### src/rtl/elastic_pipe_reg.sv
// elastic_pipe_reg: DEPTH-stage valid/ready register chain with bubble collapse, flush and occupancy count
module elastic_pipe_reg #(
    parameter int DATA_WIDTH = 16,
    parameter int DEPTH = 4,
    localparam int CNT_WIDTH = $clog2(DEPTH + 1)
) (
    input  logic                  clk,
    input  logic                  rst,
    input  logic                  flush,
    input  logic                  in_valid,
    output logic                  in_ready,
    input  logic [DATA_WIDTH-1:0] in_data,
    output logic                  out_valid,
    input  logic                  out_ready,
    output logic [DATA_WIDTH-1:0] out_data,
    output logic [CNT_WIDTH-1:0]  occupancy
);
    logic [DEPTH-1:0]      valid_q, valid_d, ready;
    logic [DATA_WIDTH-1:0] data_q [DEPTH];
    logic [DATA_WIDTH-1:0] data_d [DEPTH];
    logic [CNT_WIDTH-1:0]  occ_q, occ_d;
    logic                  in_xfer, out_xfer;

    // in_ready is a combinational function of out_ready so the chain sustains one item per cycle;
    // this long path is deliberate and must be covered by timing constraints
    assign in_ready  = ready[0] & ~flush & ~rst;
    assign out_valid = valid_q[DEPTH-1] & ~rst;
    assign out_data  = rst ? '0 : data_q[DEPTH-1];
    assign occupancy = rst ? '0 : occ_q;
    assign in_xfer   = in_valid & in_ready;
    assign out_xfer  = out_valid & out_ready;
    assign occ_d     = occ_q + CNT_WIDTH'(in_xfer) - CNT_WIDTH'(out_xfer);

    for (genvar g = 0; g < DEPTH; g++) begin : g_stage
        // a stage can take new contents when it, or any stage between it and the output, has room
        assign ready[g] = ~(&valid_q[DEPTH-1:g]) | out_ready;
        if (g == 0) begin : g_head
            assign valid_d[g] = ready[g] ? in_xfer : valid_q[g];
            assign data_d[g]  = ready[g] ? in_data : data_q[g];
        end else begin : g_body
            assign valid_d[g] = ready[g] ? valid_q[g-1] : valid_q[g];
            assign data_d[g]  = ready[g] ? data_q[g-1] : data_q[g];
        end
    end

    // advance the chain; reset clears everything, flush only drops the valid bits
    always_ff @(posedge clk) begin
        if (rst) begin
            valid_q <= '0;
            data_q  <= '{default: '0};
            occ_q   <= '0;
        end else if (flush) begin
            valid_q <= '0;
            occ_q   <= '0;
        end else begin
            valid_q <= valid_d;
            data_q  <= data_d;
            occ_q   <= occ_d;
        end
    end
endmodule

### config.mk
export PLATFORM = sky130hd
export DESIGN_NAME = elastic_pipe_reg
export DESIGN_NICKNAME = d
export VERILOG_FILES = /design/src/rtl/elastic_pipe_reg.sv
export SDC_FILE = /design/constraint.sdc
export NUM_CORES = 1
export LEC_CHECK = 0
export BUFFER_PORTS_ARGS = -buffer_cell sky130_fd_sc_hd__buf_2
export CORE_MARGIN = 2
export CORE_UTILIZATION = 52
export CTS_CLUSTER_SIZE = 24
export DETAILED_ROUTE_END_ITERATION = 10
export PLACE_DENSITY = 0.76
export SLEW_MARGIN = 20
export SYNTH_ARGS = -nofsm -noshare
export SYNTH_HDL_FRONTEND = slang
export SYNTH_SLANG_ARGS = --single-unit
### constraint.sdc
create_clock -name clk -period 3 [get_ports clk]
set_clock_uncertainty 0.1 [all_clocks]
set_input_delay 0.9 -clock clk [delete_from_list [all_inputs] [get_ports clk]]
set_output_delay 0.9 -clock clk [all_outputs]
set_load 0.1 [all_outputs]
# Word level (Yosys, flattened, before mapping)
# Index checks and enable logic that the tools add are counted.
totals:
  inputBits: 21
  out_inout_bits: 21
  regBits: 71
classes:
  n_bitwise: 15
  mux: 2
  reduce_logical: 8
  add_sub_neg: 2
ops:
  columns: ["cell", "n"]
  rows:
  - ["16-bit 2-to-1 mux", 1]
  - ["2-bit AND reduction", 5]
  - ["1-bit inverter", 6]
  - ["1-bit AND", 5]
  - ["1-bit OR", 4]
  - ["4-bit AND reduction", 1]
  - ["3-bit by 1-bit adder with 3-bit output", 1]
  - ["3-bit 2-to-1 mux", 1]
  - ["3-bit AND reduction", 1]
  - ["3-bit by 1-bit subtractor with 3-bit output", 1]
  - ["2-bit OR reduction", 1]

# Longest topological paths before layout
logic_depth:
  ltp_word: 8
  ltp_mapped: 13
  depth_no_buf: 11

# Least setup slack after synthesis
# OpenSTA, ideal clock, no wires.
synth_path:
  path_type: "input to register"
  startpoint: "input port rst"
  endpoint: "register occ_q[2]"
  setup_ps: 126
  stages: 11
  n_path_buf: 1
  path_slack_ps: -1042
  t_arrival_ps: 3816
  t_required_ps: 2774
  cell_sequence: "buf_4 > nor2b_1 > and2_1 > ha_1 > inv_1 > ha_1 > inv_1 > fa_1 > xor2_1 > xnor2_1 > nor2_1"
synth_rtl:
  columns: ["item", "line_no", "text"]
  rows:
  - ["start, declared", "8", "input logic rst,"]
  - ["1-bit inverter", "27", "assign out_valid = valid_q[DEPTH-1] & ~rst;"]
  - ["1-bit AND", "27", null]
  - ["net out_valid", "13", "output logic out_valid,"]
  - ["1-bit AND", "31", "assign out_xfer = out_valid & out_ready;"]
  - ["3-bit by 1-bit subtractor with 3-bit output", "32", "assign occ_d = occ_q + CNT_WIDTH'(in_xfer) - CNT_WIDTH'(out_xfer);"]
  - ["end signal, assigned", "51", "occ_q <= '0;"]
  - ["end signal, assigned", "54", "occ_q <= '0;"]
  - ["end signal, assigned", "58", "occ_q <= occ_d;"]
  - ["end, declared", "21", "logic [CNT_WIDTH-1:0] occ_q, occ_d;"]
# The timed path passes the listed nets, and every way through them passes these cells.
# A chain may end at the register's enable or synchronous reset.

# Worst setup path in the final report
layout_path:
  startpoint: "input port rst"
  endpoint: "output port in_ready"
layout_via:
  elab_chain_len: 2
layout_lines:
  columns: ["item", "line_no", "text"]
  rows:
  - ["1-bit inverter", "26", "assign in_ready = ready[0] & ~flush & ~rst;"]
  - ["1-bit AND", "26", null]
  - ["end, declared", "11", "output logic in_ready,"]
# Every way passes these cells.

==> metrics.txt <==
Post-CTS Resized 0; top post-synthesis cells by count dfxtp_1, nand2_1, mux2i_1; HP Class flop to flop; GPL Wtd Cong 0.725; Hold EP data_q[24]; antenna cells 0; Avg Vias per Cell 5.73; share of flip-flops with an asynchronous set or reset 0%; Critical Path Fanout Max 4; Port Buf Inserts 41; vias in the first global route 2307; switching pwr 565 µW; Min Hold Slack 362 ps; Die H 83.0 µm; first drt pass iteration count 4; synth-to-layout area growth 25.7%; syn avg cell area 9.77 µm²; most frequent cell after synthesis dfxtp_1; Die Footprint 6890 µm²; # setup viols final 0; status finished clean; TNS Setup 0 ps; Max VDD drop 0.249 mV; DR WL/cell 14.1 µm; largest net degree at the start of global routing 54; Hold Path Origin data_q[24]; Critical Path RT 2000 ps; crit path kind input pin to primary output; Synth cell types 35; number of synthesized register bits 71; Final HPWL DP 4170 µm; share of the synthesized area in the top cell type 43.8%; Post-synth EDFFs 0; 1st-iter DRT viols 158; H-tree depth 3; worst reg2reg endpoint occ_q[2]; Critical Path Max Stage Delay 270 ps; critical path launch point rst; first-pass GRT wire length 10700 µm; share of cells above drive strength 1 27.9%; Top FF cell, synth dfxtp_1; Critical Path, Cell by Cell buf_2, or2_4, a21oi_4, buf_4, buf_12; PwrDens 533 nW/µm²; Die Width 83.0 µm; sequential power share 47.0%; Final min period 2730 ps; Tcrit/Tclk final 90.9%; Critical Path AT 1730 ps; cells on worst reg2reg path 11; routed via count 2522; CP endpoint kind primary output; Worst Tran Pin Value 977 ps; Worst-Skew Late Latency 330 ps; Initial Util 54.2%; number of clock sinks 71; CP bufs+invs 3; reg2reg start valid_q[2]; clock tree root buffer cell clkbuf_8; Logic pwr share 14.5%; Slowest-stage cell, CP or2_4; Core Region 5990 µm²; Leak 1.65 nW; Clk pwr share 38.6%; clock slew seen by the registers of the worst setup and hold paths 80 ps; Startpoint Class input pin; row cnt 28; Routed Antenna Nets 0; NumNets Final 384; Final Hold Fails 0; GR Util All Layers 18.9%; RSZ-0062 raised after global routing false; Post-CTS Hold Fix Bufs 0; Residual DRC 0; slew margin rel. 34.9%; Max clock buf depth 2; CTS Buf Count 9; Fill cells 458; Switching Fraction 26.0%; Yosys warnings 0; Fmax 367 MHz; cell family contributing the most delay on the critical path buffers and inverters; Setup Fix Bufs, Post-CTS 0; Cell Count Post-Placement 424; Worst R2R Setup Slack 680 ps; mapped cell area 3240 µm²; Synth area leaders dfxtp_1, mux2i_1, nand2_1; Mapped Cells 332; Final Max Tran Viols 0; leading area contributor after synthesis dfxtp_1; post-route insts no fill 440; IO Count 42; Worst Hold Depth 2; wirelength, routed 6220 µm; max-cap violation count 0; total gr overflow 0; initial antenna violation count 0; CTS tree done; internal power 1.61 mW; sequential-to-total area share from yosys stat 43.8%; Post-Syn Nets 356
[state kept, by name, indices dropped and copies added (netlist names)]
signal / cells
valid_q: 4
data_q: 64
occ_q: 3
[how the worst max path moves through the flow]
stage	endpoint	slack [ps]	cells past startpoint
finish	in_ready	270	5
floorplan	occ_q[2]	-460	13
CTS	in_ready	270	5
global placement	occ_q[2]	120	12
global route	in_ready	240	5
detailed placement	occ_q[2]	-8	12
[per-layer routing]
metal	vias up	wire length [µm]	track usage, %
met5	-	0	0
met4	0	70	8.49
met3	8	267	4.37
met2	54	2890	28.8
met1	1199	2990	25.4
li1	1261	-	-
[worst reg2reg max path, stage by stage (launching register included)]
cell     delay (ps)
dfxtp_1         360
and4b_1         270
a21oi_4         140
nand2_1          90
ha_1            290
inv_1            60
ha_1            130
inv_1            50
fa_2            350
xor2_1          160
xnor2_1         160
nor2_1           50
[power by group through the flow]
stage	Clock (mW)	Combinational [mW]	Sequential, mW
after floorplan	0	0.238	1.03
after global placement	0	0.308	1.04
after detailed placement	0	0.315	1.04
after CTS	0.853	0.316	1.02
after global routing	0.894	0.337	1.03
final	0.839	0.314	1.02
[cell usage in the layout (no fill, tap or decap)]
cell type,Yosys,layout
dfxtp_1,71,71
nand2_1,65,65
mux2i_1,32,32
buf_12,1,23
buf_2,12,20
o22a_1,16,16
nand4_1,16,16
nor4b_1,16,16
a31oi_1,16,16
nor2b_4,1,11
o311ai_2,11,11
clkbuf_8,0,10
nor2_1,9,9
buf_4,5,8
o311ai_0,5,5
nor2b_1,17,4
nor2b_2,0,3
inv_1,3,3
and2b_2,0,3
clkinv_2,0,3
a21oi_1,2,2
ha_1,2,2
bufinv_16,0,2
and2_1,1,1
and4b_1,1,1
or2_4,0,1
a21oi_4,0,1
inv_2,0,1
nor2_8,1,1
a21oi_2,2,1
a21o_1,1,1
or2_1,1,1
nor3_4,1,1
xor2_1,1,1
xnor2_1,1,1
fa_2,0,1
clkinv_4,0,1
[per-stage QoR]
| step | power [mW] | utilization [%] | setup slack (ps) | instance area [µm²] |
|---|---|---|---|---|
| global route | 2.26 | 68.1 | 242 | 4080 |
| CTS | 2.19 | 68.1 | 269 | 4080 |
| floorplan | 1.27 | - | -458 | 3370 |
| global placement | 1.35 | 64.4 | 115 | 3860 |
| detailed placement | 1.36 | 64.4 | -7.98 | 3860 |
| finish | 2.17 | 68.1 | 272 | 4080 |
[layout make-up]
cell class,count,area (µm²),area share (%)
multi-input combinational,223,1710,41.8
sequential,71,1420,34.9
timing repair buffer,51,621,15.2
clock buffer,10,138,3.38
tap,75,93.8,2.30
clock inverter,6,83.8,2.06
inverter,4,15.0,0.368
[cell families after synthesis]
kind of cell,Yosys count,synth area share (%)
simple gates,133,22.4
flops,71,43.8
compound gates,53,15.3
buf+inv,38,6.67
mux,32,9.87
fa+ha+maj,3,1.39
xor+xnor,2,0.540
(Power assumes the default switching activity.)
